$ cat src/rtl/vec_ser.sv
// Vector serializer: latches a vector of NUM_SLICE slices and emits slices 0..len
// (or len..0) on a valid/ready stream, with no bubble between back-to-back frames.
`timescale 1ns/1ps
module vec_ser #(
  parameter int SLICE_W   = 32,
  parameter int NUM_SLICE = 32,
  parameter int MSB_FIRST = 0,
  localparam int LW = $clog2(NUM_SLICE)
) (
  input  logic                         clk,
  input  logic                         rst_n,
  input  logic                         in_valid,
  output logic                         in_ready,
  input  logic [SLICE_W*NUM_SLICE-1:0] in_data,
  input  logic [LW-1:0]                in_len,
  output logic                         out_valid,
  input  logic                         out_ready,
  output logic [SLICE_W-1:0]           out_data,
  output logic [LW-1:0]                out_idx,
  output logic                         out_last,
  output logic                         busy
);

  typedef enum logic {IDLE = 1'b0, SEND = 1'b1} state_t;

  localparam logic [LW-1:0] MAX_LEN = LW'(NUM_SLICE - 1);

  state_t                         state_q;
  logic [SLICE_W*NUM_SLICE-1:0]   data_q;
  logic [LW-1:0]                  len_q;
  logic                           out_valid_q;
  logic [SLICE_W-1:0]             out_data_q;
  logic [LW-1:0]                  out_idx_q;
  logic                           out_last_q;
  logic                           busy_q;

  logic [SLICE_W-1:0] in_slice  [NUM_SLICE];
  logic [SLICE_W-1:0] buf_slice [NUM_SLICE];
  logic [LW-1:0]      len_d;
  logic [LW-1:0]      first_idx_d;
  logic [LW-1:0]      next_idx_d;
  logic               next_last_d;
  logic               accept;
  logic               fire;

  for (genvar gi = 0; gi < NUM_SLICE; gi++) begin : g_slice
    assign in_slice[gi]  = in_data[gi*SLICE_W +: SLICE_W];
    assign buf_slice[gi] = data_q[gi*SLICE_W +: SLICE_W];
  end

  // A power-of-two slice count can never see an out-of-range length.
  if ((1 << LW) == NUM_SLICE) begin : g_noclamp
    assign len_d = in_len;
  end else begin : g_clamp
    assign len_d = (in_len > MAX_LEN) ? MAX_LEN : in_len;
  end

  assign fire        = out_valid_q & out_ready;
  assign in_ready    = (state_q == IDLE) | (fire & out_last_q);
  assign accept      = in_valid & in_ready;
  assign first_idx_d = (MSB_FIRST != 0) ? len_d : '0;
  assign next_idx_d  = (MSB_FIRST != 0) ? (out_idx_q - 1'b1) : (out_idx_q + 1'b1);
  assign next_last_d = (MSB_FIRST != 0) ? (next_idx_d == '0) : (next_idx_d == len_q);

  always_ff @(posedge clk or negedge rst_n) begin
    if (!rst_n) begin
      state_q     <= IDLE;
      data_q      <= '0;
      len_q       <= '0;
      out_valid_q <= 1'b0;
      out_data_q  <= '0;
      out_idx_q   <= '0;
      out_last_q  <= 1'b0;
      busy_q      <= 1'b0;
    end else if (accept) begin
      // First slice comes straight from the input so it is visible one cycle later.
      state_q     <= SEND;
      data_q      <= in_data;
      len_q       <= len_d;
      out_valid_q <= 1'b1;
      out_data_q  <= in_slice[first_idx_d];
      out_idx_q   <= first_idx_d;
      out_last_q  <= (len_d == '0);
      busy_q      <= 1'b1;
    end else if (fire) begin
      if (out_last_q) begin
        state_q     <= IDLE;
        out_valid_q <= 1'b0;
        out_last_q  <= 1'b0;
        busy_q      <= 1'b0;
      end else begin
        out_data_q <= buf_slice[next_idx_d];
        out_idx_q  <= next_idx_d;
        out_last_q <= next_last_d;
      end
    end
  end

  assign out_valid = out_valid_q;
  assign out_data  = out_data_q;
  assign out_idx   = out_idx_q;
  assign out_last  = out_last_q;
  assign busy      = busy_q;

endmodule

$ cat config.mk
export PLATFORM = sky130hd
export DESIGN_NAME = vec_ser
export DESIGN_NICKNAME = d
export VERILOG_FILES = /design/src/rtl/vec_ser.sv
export SDC_FILE = /design/constraint.sdc
export NUM_CORES = 2
export LEC_CHECK = 0
export ABC_AREA = 1
export ABC_CLOCK_PERIOD_IN_PS = 5300
export CORE_AREA = 2 2 416 418
export CTS_CLUSTER_DIAMETER = 150
export DETAILED_ROUTE_END_ITERATION = 6
export DIE_AREA = 0 0 418 420
export HOLD_SLACK_MARGIN = 0.06
export PLACE_DENSITY_LB_ADDON = 0.3
export SYNTH_ARGS = -nofsm -noshare
export SYNTH_HDL_FRONTEND = slang
export SYNTH_SLANG_ARGS = --single-unit
$ cat constraint.sdc
create_clock -name clk -period 5.3 [get_ports clk]
set_input_delay 0.53 -clock clk [delete_from_list [all_inputs] [get_ports clk]]
set_output_delay 0.53 -clock clk [all_outputs]
set_load 0.02 [all_outputs]
==> qor.csv <==
stage,metric,value,unit
status,run_status,"finished, final reports clean",
route,vias,48880,
grt,grt_util_met2,41.42,%
cts,insertion_delay,760,ps
synthesis,netlist-cell-type-count,23,
route,drtPass1Iterations,6,
floorplanning,fp.dieW,418,um
cts,cts_sinks,1068,
timing,drv_slew,0,
route,drc,0,
timing,setup_ws,1616,ps
floorplanning,die_height,420,um
cells_and_area,design_area,0.06784,mm^2
timing,finalHoldViolCount,0,
cells_and_area,mostFrequentLayoutCells,"nand2_1, clkdlybuf4s50_1, dfrtp_1",
grt,grt_pass1_vias,48230,
worst_setup_path,start_kind,flop,
timing,rsz0062_at_grt,no,
worst_setup_path,crit_path_max_fanout,70,
floorplanning,io_pins,1074,
grt,overflow,0,
grt,grt_pass1_wl,324.0,mm
cells_and_area,drive_above_1_share,3.780,%
cts,clockBufferDepth,3,
synthesis,synthCells,6853,
cells_and_area,fillerInstances,17430,
timing,max_freq,271.4,MHz
cts,cts_made_buffers,121,
synthesis,syn_area,0.05171,mm^2
timing,setup_violations,0,
worst_hold_path,hp-class,in2reg,
power,cellLeakagePower,0.03228,uW
grt,grt.busiest_layer,met2,
cts,cts.clk_slew.worst_paths,60,ps
route,vias_per_cell,4.867,
floorplanning,rows,152,
cts,tritoncts,done,
cells_and_area,nNetsFinal,8714,
run,cap_violations,0,
cts,htreeDepth,3,
worst_setup_path,critPathCaptureType,flop,
placement,place_ws,1481,ps
timing,min_period,3684,ps
synthesis,synth-seq-area-share,51.68,%
cells_and_area,final_common_cell,nand2_1,
synthesis,yosysWarnings,0,
grt,grt_antenna_before_repair,50,
floorplanning,dieArea,0.1756,mm^2
timing,min_period_over_period,69.51,%
cells_and_area,stdcell_count,10040,
route,drtAntennaViolNets,0,
floorplanning,initial_core_util,30.25,%
power,ir_worst_vdd,0.0008490,V
timing,tns,0,ps
synthesis,ys_seq_elements,1068,
cells_and_area,multi_input_area,0.01874,mm^2
placement,place_congestion,0.9120,
grt,grt_max_degree,143,
worst_setup_path,arrival,4290,ps
worst_setup_path,critPathRequiredTime,5910,ps
grt,gr-usage-met3,4.074,%
worst_setup_path,path_class,reg2reg,
route,drt_iter0_drc,4877,
placement,portBuffers,1073,
cells_and_area,area_delta_synth_final,31.19,%
power,power_density,611.1,mW/mm^2
timing,max_slew_margin,19.18,%
cts,root_buffer,clkbuf_16,
cells_and_area,final_util,39.68,%
synthesis,avgSynthCellArea,7.546,um^2
grt,grt.met1_usage,30.92,%
synthesis,synthesis.nets,7887,
timing,clock_skew,28.68,ps
cells_and_area,seqCellArea,0.02673,mm^2
route,wl_per_cell,22.56,um
placement,dp.final_hpwl,165.2,mm
placement,dp.cells,9789,
floorplanning,core_area,0.1710,mm^2
grt,track_usage,25.14,%
timing,tightest_slew,1212,ps
placement,dpl_cell_area,0.06388,mm^2
route,drt-total-wl,226.6,mm
worst max-delay path, stage by stage, from the launching register on:
cell and delay (ps):
dfrtp_4 560, ha_4 210, nand2_1 180, nand2_8 340, inv_6 570, buf_12 410
nand3_1 240, nand3_1 220, nand2_1 170, nand2_1 350, nand3_1 120
timing repair:
item,4_1_cts,5_1_grt
hold buffers,1,0
setup buffers,0,0
endpoints found under the hold margin,70,0
gates resized for setup,0,0
Yosys cell counts (all sizes together):
master | count | share of area (%)
nor3 | 1 | 0.0097
buf | 324 | 3.8
ha | 1 | 0.024
xnor2 | 1 | 0.017
nand4 | 4 | 0.048
inv | 1023 | 7.4
clkbuf | 132 | 0.96
a21oi | 3 | 0.029
o22ai | 3 | 0.036
o21ai | 980 | 9.5
o211ai | 32 | 0.46
nand2 | 2334 | 17
nor2 | 45 | 0.34
dfrtp | 1068 | 52
a21boi | 1 | 0.015
nand3 | 901 | 8.7
path summary, 6_finish.rpt:
check,start,to,slack [ps],depth (start not counted)
setup / recovery,out_idx[0],out_data[8],1620,10
hold / removal,in_data[995],data_q[995],330,3
setup reg to reg,out_idx[0],out_data[8],1620,10
hold reg to reg,data_q[1003],data_q[1003],480,2
max in group asynchronous,rst_n,data_q[72],3400,3
min in group asynchronous,rst_n,data_q[662],400,2
sequential cells by signal (all words and copies together) (netlist names):
name,flops
data_q,1024
len_q,5
out_data,32
out_idx,5
out_last,1
out_valid,1
power by group:
| group | total [uW] | internal (uW) | leakage (uW) | switching (uW) |
|---|---|---|---|---|
| clock network | 8350 | 4720 | 0.00194 | 3640 |
| logic | 19800 | 6010 | 0.0172 | 13800 |
| registers | 13300 | 12000 | 0.0132 | 1270 |
cell type report:
| class | count | share of cell area (%) |
|---|---|---|
| diodes | 31 | 0.1143 |
| inverters | 1023 | 5.701 |
| clock inverters | 43 | 0.4869 |
| repair buffers | 1160 | 17.34 |
| well taps | 2233 | 4.118 |
| clock buffers | 178 | 5.225 |
| flip-flops and latches | 1068 | 39.40 |
| multi-input cells | 4306 | 27.62 |
stage by stage:
stage          power, uW  hold slack, ps
2_1_floorplan      25740           234.4
3_3_place_gp       33000           462.4
3_5_place_dp       33340           465.9
4_1_cts            41800           268.9
5_1_grt            44580           299.3
6_report           41460           332.5
metal layers:
metal / vias to the layer above / share of wire, %
met3: 467 / 6.2
met5: - / 0.090
met2: 1961 / 48
met1: 23510 / 39
li1: 22910 / -
met4: 28 / 6.6
cells by family (layout without fill, tap and decap cells):
| family | after synthesis | count (layout) | share of synthesized area, % |
|---|---|---|---|
| and+or+nand+nor | 3285 | 3285 | 26.07 |
| DFF | 1068 | 1068 | 51.68 |
| AOI/OAI and AO/OA | 1019 | 1019 | 10.03 |
| adders and majority gates | 1 | 1 | 0.02419 |
| buffers and inverters | 1479 | 2404 | 12.18 |
| xor gates and xnor gates | 1 | 1 | 0.01694 |
| other | 0 | 31 | 0 |
(Power assumes the default switching activity.)
